[config.mk]
export PLATFORM = sky130hd
export DESIGN_NAME = octave_frame_sequencer
export DESIGN_NICKNAME = d
export VERILOG_FILES = /design/src/rtl/octave_frame_sequencer.sv
export SDC_FILE = /design/constraint.sdc
export NUM_CORES = 1
export LEC_CHECK = 0
export ABC_AREA = 1
export ABC_CLOCK_PERIOD_IN_PS = 2050
export CAP_MARGIN = 20
export CORE_AREA = 2 2 95 88
export CTS_CLUSTER_DIAMETER = 50
export DETAILED_ROUTE_END_ITERATION = 12
export DIE_AREA = 0 0 97 90
export GPL_TIMING_DRIVEN = 0
export HOLD_SLACK_MARGIN = 0.12
export PLACE_DENSITY = 0.65
export SKIP_LAST_GASP = 1
export SYNTH_ARGS = -nofsm -noshare
export SYNTH_HDL_FRONTEND = slang
export SYNTH_SLANG_ARGS = --single-unit
[constraint.sdc]
create_clock -name clock -period 2.05 [get_ports clock]
set_input_delay 0.3075 -clock clock [delete_from_list [all_inputs] [get_ports clock]]
set_output_delay 0.3075 -clock clock [all_outputs]
set_load 0.05 [all_outputs]
[src/rtl/octave_frame_sequencer.sv]
// octave_frame_sequencer: frame-level controller feeding the first octave of the
// Gaussian/DoG pipeline. Accepts source pixels over valid/ready, forwards them
// with one cycle of latency, then injects FLUSH_ROWS rows of blanking beats so
// the octave's window and delay lines drain, and pulses frame_done.
// Optional feature macro: OCTAVE_SEQ_AUTO_RESTART_EN (DONE loops straight back
// to ACTIVE, so one start streams frames until abort).
module octave_frame_sequencer #(
  parameter int unsigned WIDTH      = 420,
  parameter int unsigned HEIGHT     = 240,
  parameter int unsigned FLUSH_ROWS = 12,
  parameter int unsigned FCNT_W     = 16
) (
  input  logic              clock,
  input  logic              reset,
  input  logic              start,
  input  logic              abort,
  input  logic [7:0]        src_data,
  input  logic              src_valid,
  output logic              src_ready,
  output logic [7:0]        oct_din,
  output logic              oct_validin,
  output logic              oct_blanking,
  output logic              busy,
  output logic              frame_done,
  output logic [FCNT_W-1:0] frame_count
);

  localparam int unsigned FLUSH_BEATS = FLUSH_ROWS * WIDTH;
  localparam int unsigned COL_W = (WIDTH > 1)       ? $clog2(WIDTH)       : 1;
  localparam int unsigned ROW_W = (HEIGHT > 1)      ? $clog2(HEIGHT)      : 1;
  localparam int unsigned FLS_W = (FLUSH_BEATS > 1) ? $clog2(FLUSH_BEATS) : 1;

  typedef enum logic [1:0] {
    S_IDLE,
    S_ACTIVE,
    S_FLUSH,
    S_DONE
  } state_t;

  state_t r_state;
  state_t w_next_state;

  logic [COL_W-1:0]  r_col;
  logic [ROW_W-1:0]  r_row;
  logic [FLS_W-1:0]  r_flush;
  logic [7:0]        r_din;
  logic              r_validin;
  logic              r_blanking;
  logic              r_frame_done;
  logic [FCNT_W-1:0] r_frame_count;

  logic w_accept;
  logic w_last_col;
  logic w_last_row;
  logic w_last_flush;

  assign src_ready    = (r_state == S_ACTIVE);
  assign busy         = (r_state != S_IDLE);
  assign w_accept     = src_valid & src_ready;
  assign w_last_col   = (r_col == COL_W'(WIDTH - 1));
  assign w_last_row   = (r_row == ROW_W'(HEIGHT - 1));
  assign w_last_flush = (r_flush == FLS_W'(FLUSH_BEATS - 1));

  assign oct_din      = r_din;
  assign oct_validin  = r_validin;
  assign oct_blanking = r_blanking;
  assign frame_done   = r_frame_done;
  assign frame_count  = r_frame_count;

  // Next-state decode; abort overrides every normal transition.
  always_comb begin
    w_next_state = r_state;
    if (abort) begin
      w_next_state = S_IDLE;
    end else begin
      case (r_state)
        S_IDLE:   if (start) w_next_state = S_ACTIVE;
        S_ACTIVE: if (w_accept && w_last_col && w_last_row) w_next_state = S_FLUSH;
        S_FLUSH:  if (w_last_flush) w_next_state = S_DONE;
`ifdef OCTAVE_SEQ_AUTO_RESTART_EN
        S_DONE:   w_next_state = S_ACTIVE;
`else
        S_DONE:   w_next_state = S_IDLE;
`endif
        default:  w_next_state = S_IDLE;
      endcase
    end
  end

  // State register.
  always_ff @(posedge clock) begin
    if (reset) r_state <= S_IDLE;
    else       r_state <= w_next_state;
  end

  // Column/row/flush position counters; abort discards a partial frame.
  always_ff @(posedge clock) begin
    if (reset || abort) begin
      r_col   <= '0;
      r_row   <= '0;
      r_flush <= '0;
    end else begin
      case (r_state)
        S_ACTIVE: begin
          r_flush <= '0;
          if (w_accept) begin
            if (w_last_col) begin
              r_col <= '0;
              r_row <= w_last_row ? '0 : r_row + 1'b1;
            end else begin
              r_col <= r_col + 1'b1;
            end
          end
        end
        S_FLUSH: r_flush <= w_last_flush ? '0 : r_flush + 1'b1;
        default: begin
          r_col   <= '0;
          r_row   <= '0;
          r_flush <= '0;
        end
      endcase
    end
  end

  // Registered octave-side outputs, frame_done pulse and completed-frame count.
  // frame_done is raised on the FLUSH->DONE edge so it lines up with state DONE.
  always_ff @(posedge clock) begin
    if (reset) begin
      r_din         <= '0;
      r_validin     <= 1'b0;
      r_blanking    <= 1'b1;
      r_frame_done  <= 1'b0;
      r_frame_count <= '0;
    end else begin
      r_validin    <= 1'b0;
      r_frame_done <= 1'b0;
      if (abort) begin
        r_blanking <= 1'b1;
      end else begin
        case (r_state)
          S_ACTIVE: begin
            if (w_accept) begin
              r_din      <= src_data;
              r_validin  <= 1'b1;
              r_blanking <= 1'b0;
            end
          end
          S_FLUSH: begin
            r_din      <= '0;
            r_validin  <= 1'b1;
            r_blanking <= 1'b1;
            if (w_last_flush) begin
              r_frame_done  <= 1'b1;
              r_frame_count <= r_frame_count + 1'b1;
            end
          end
          default: r_blanking <= 1'b1;
        endcase
      end
    end
  end

endmodule
Yosys cells after proc, flatten, opt, wreduce, memory -nomap -nowiden
Index checks and enable logic that the tools add are counted.
{ "word_totals": {"register_bits": 59, "in_bits": 13, "out_inout_bits": 29, "wordCells": 59} }
{ "classes": {"addsub": 4, "eq_ne": 11, "muxes": 16, "bitwise_logic": 4, "n_reduce_logical": 15} }
{ "ops": {"columns": ["cell", "n"], "rows": [
  ["$mux W8", 4],
  ["$pmux W8 S2", 2],
  ["$mux W9", 2],
  ["$pmux W9 S2", 1],
  ["$add A16 B1 Y16 const B", 1],
  ["$add A13 B1 Y13 const B", 1],
  ["$eq A13 B13 Y1 const B", 1],
  ["$reduce_and A3 Y1", 4],
  ["$add A9 B1 Y9 const B", 1],
  ["$eq A9 B9 Y1 const B", 1],
  ["$reduce_or A3 Y1", 3],
  ["$add A8 B1 Y8 const B", 1],
  ["$eq A8 B8 Y1 const B", 1],
  ["$pmux W2 S4", 1],
  ["$mux W2", 3],
  ["$ne A2 B1 Y1 const B", 3],
  ["$eq A2 B2 Y1 const B", 2],
  ["$ne A2 B2 Y1 const B", 2],
  ["$reduce_bool A2 Y1", 2],
  ["$not A1 Y1", 3],
  ["$eq A2 B1 Y1 const B", 1],
  ["$logic_and A1 B1 Y1", 2],
  ["$logic_not A2 Y1", 1],
  ["$mux W1", 2],
  ["other kinds (5)", 5]
]} }

Logic depth before layout (Yosys ltp)
Gate-level depths: netlist of the first run.
{ "depth": {"word_depth": 6, "depth_mapped": 11, "ltp_nobuf": 11} }

Worst setup path after synthesis of the first run
Ideal clock, no wire load.
{ "synth_path": {"path_kind": "flip-flop to flip-flop", "startpoint": "register r_frame_count[0], in the netlist frame_count[0]", "endpoint": "register r_frame_count[10], in the netlist frame_count[10]", "setup_ns": 0.115, "arrival_ns": 1.756, "t_required_ns": 1.935, "setup_slack_ns": 0.179, "stages_incl_launch_ff": 9, "path_buffers": 0, "synth_period_minus_slack_ns": 1.871, "path_cell_list": "dfxtp_1 > ha_1 > nand3_1 > nor2_2 > nand2_1 > nor3_1 > nand3_1 > nand2_1 > nor2_1"} }
{ "synth_via": {"elab_chain_cells": 1} }
{ "synth_rtl": {"columns": ["item", "line", "text"], "rows": [
  ["start, declared", "50", "logic [FCNT_W-1:0] r_frame_count;"],
  ["start signal, assigned", "154", "r_frame_count <= r_frame_count + 1'b1;"],
  ["$add A16 B1 Y16", "154", null]
]} }
Every way passes these cells.
A chain may end at the register's enable or synchronous reset.

Worst setup path in the final report of the first run
{ "layout_path": {"startpoint": "register r_frame_count[7], in the netlist frame_count[7]", "endpoint": "output frame_count[7]"} }
{ "layout_rtl": {"columns": ["item", "line", "text"], "rows": [
  ["end, declared", "25", "output logic [FCNT_W-1:0] frame_count"]
]} }
No word-level cell between the ends.

==> summary.txt, run 1 <==
Outcome
  • Status: completed

Synthesis
  • Syn nets: between 400 and 500
  • Synthesized area: roughly 3000 µm²
  • Synth Area per Inst: 7.03 µm²
  • Post-synth EDFFs: 0
  • Top post-synthesis cells by area: dfxtp_1, nand2_1, nor2_1
  • Yosys top cell by area: dfxtp_1
  • Cells after synthesis: roughly 430
  • Sequential-to-total area share from yosys stat: 0.392
  • Commonest cells in the netlist: nand2_1, nor2_1, dfxtp_1
  • #FFs+latches synth: just under 60
  • Synth warnings: 0
  • Yosys top cell area share: 0.392
  • Cell variety after synth: 34
  • Ys async rst share: 0
  • Most common cell in the netlist: nand2_1
  • Top_reg_cell synth: dfxtp_1

Setup path
  • Crit path cell chain: clkdlybuf4s50_1
  • R2R cell count: 10
  • Worst r2r src: r_state[1]
  • Delay-heaviest family, CP: buffers and inverters
  • CP startpoint kind: register
  • Worst setup path class: reg2out
  • Worst-path maximum fanout: 5
  • Worst EP arrival: between 1.5 and 2 ns
  • Worst EP required: 1.74 ns
  • Critical Path Stages: 1
  • CP Buf/Inv Count: 1
  • CP Launch Point: frame_count[7]
  • CP peak stage delay: around 0.85 ns
  • Worst path slowest cell: clkdlybuf4s50_1
  • Crit. End Element: primary output

Clock network
  • Cts repair resizes: 2
  • H-tree depth: 3
  • Clock Tree Root: clkbuf_8
  • Total CTS buffers: 9
  • CTS sink cnt: ~60
  • Longest Clk Path Bufs: 2
  • Clock Latency Late Sink: between 0.3 and 0.4 ns
  • Worst-path clk slew: approximately 0.080 ns
  • Postcts setup bufs: 0
  • CTS tree: built
  • Post-CTS Hold Buffers: 0

Detailed routing
  • ANT nets after route: 0
  • Initial drt markers: slightly above 80
  • DRC errors left: 0
  • Metal3 WL: approximately 330 µm
  • Routed wire length: between 6000 and 7000 µm
  • Wirelength per Cell: roughly 11 µm
  • WL met1: 3030 µm
  • Max layer used: met4
  • Vias per cell: 4.76
  • First-pass DRT Iterations: 5
  • Metal2 WL: approximately 3000 µm
  • Routed vias: around 2800

Die
  • Site Rows: 31
  • Core ar.: about 8000 µm²
  • Die area: about 8700 µm²
  • Initial core utilization: 0.387
  • Chip width: just under 100 µm
  • Io pins: 42
  • Die Y: approximately 90 µm

Layout
  • Diodes inserted: 0
  • Final nets: about 500
  • Area added between synthesis and finish: 24.8%
  • Layout fillers: 808
  • Layout cell share with drive strength beyond 1: 0.105
  • Area of the multi-input gates: roughly 1600 µm²
  • Sequential cell area: roughly 1200 µm²

Worst hold path
  • Worst hold path class: in2reg
  • Hold Path Depth: 2
  • HP Start: reset

Placement
  • Post-placement setup slack: around 0.11 ns
  • DPL Wire Length: about 5000 µm
  • Port Buffer Count: 40
  • Final Wtd Congestion: ~0.84

STA
  • Final Cycle Share: 0.948
  • Relative slew slack: 0.651
  • Final Max Slew Viols: 0
  • Total negative slack: 0 ns
  • Fin. Hold Viols: 0
  • Peak Freq: between 500 and 600 MHz
  • RSZ-0062 raised after global routing: no
  • Hold WS: 0.282 ns
  • Layout Skew: around 0.012 ns
  • Fin crit period: between 1.5 and 2 ns
  • Worst-Margin Slew: roughly 0.52 ns
  • Setup Viol. Count Final: 0
  • Final worst slack: between 0.1 and 0.15 ns

Run
  • Max_cap viols: 0

Power
  • Net Sw Frac: 0.261
  • Design Power: around 2.7 mW
  • Pwr dens: 715 nW/µm²
  • Sequential power share: 0.438
  • Combinational share of power: 0.119
  • Net Sw Power: 0.702 mW
  • Worst vdd ir: 391 µV
  • P_leak: 1.39 nW
  • Clock share of power: 0.443
  • Cell Int Power: between 1.5 and 2 mW

Global routing
  • Vias in the first global route: around 2600
  • Total grt overflow: 0
  • Tot GR Track Use: 0.154
  • Initial antenna violation count: 0
  • First-pass GRT wire length: around 11000 µm
  • Largest net degree at the start of global routing: 12
==> cell families after synthesis <==
logic type,synth area share
buffers and inverters,0.0855
XOR/XNOR,0.0232
AND/OR/NAND/NOR,0.375
flip-flops,0.392
adder cells (fa/ha/maj),0.0332
AO/OA/AOI/OAI,0.0913
==> power by group through the flow <==
stage	logic (mW)	registers, mW	clock network (mW)
4_1_cts	0.323	1.18	1.23
5_1_grt	0.357	1.18	1.28
2_1_floorplan	0.190	1.24	0
6_report	0.321	1.18	1.19
3_3_place_gp	0.321	1.20	0
3_5_place_dp	0.326	1.20	0
==> placed cells by master, fill, tap and decap left out, types with 5 or more instances in the layout <==
master           instances
nand2_1                 95
nor2_1                  77
dfxtp_1                 59
inv_1                   53
clkdlybuf4s50_1         38
nand3_1                 27
a21oi_1                 16
nand4_1                 11
o21ai_0                 11
nor3_1                  10
clkbuf_8                10
nand2_2                  8
a22oi_1                  8
ha_1                     8
a21oi_2                  5
==> state kept, by name, summed over array words and instances (netlist names) <==
signal / cells
frame_count: 16
r_row: 8
oct_validin: 1
oct_blanking: 1
r_col: 9
frame_done: 1
r_state: 2
r_flush: 13
oct_din: 8
==> final timing paths <==
| path | endpoint | slack (ns) |
|---|---|---|
| worst max-delay path | frame_count[7] | 0.11 |
| worst min-delay path | frame_count[0] | 0.28 |
| worst max register to register | r_col[7] | 0.25 |
| worst min register to register | r_flush[0] | 0.45 |
==> per-stage QoR <==
step	cells	utilization	area, µm²
2_1_floorplan	429	-	3020
3_3_place_gp	568	0.454	3540
5_1_grt	584	0.483	3760
4_1_cts	584	0.483	3760
3_5_place_dp	568	0.454	3540
6_report	584	0.483	3760
==> metal layers <==
layer / up-vias / global-route usage
met5: - / 0
met4: 0 / 0.0340
met3: 9 / 0.0638
met2: 47 / 0.256
met1: 1250 / 0.186
li1: 1471 / -
==> final cells by class <==
cell class                      instances  share of cell area
Timing Repair Buffer                   40               0.106
Buffer                                  5              0.0116
Clock inverter                          6              0.0236
Multi-Input combinational cell        308               0.419
Inverter                               57              0.0568
Clock buffer                           10              0.0366
Sequential cell                        59               0.314
Tap cell                               99              0.0329
Power figures use the tool's default switching activity.
==> run 2: changes to the inputs <==
--- a/config.mk
+++ b/config.mk
@@ -9,6 +9,7 @@
 export ABC_CLOCK_PERIOD_IN_PS = 2050
 export CAP_MARGIN = 20
 export CORE_AREA = 2 2 95 88
+export CTS_BUF_LIST = sky130_fd_sc_hd__clkbuf_8
 export CTS_CLUSTER_DIAMETER = 50
 export DETAILED_ROUTE_END_ITERATION = 12
 export DIE_AREA = 0 0 97 90
==> results of run 2 <==
Same layout as run 1: the final DEF is identical, and so are final timing and power.
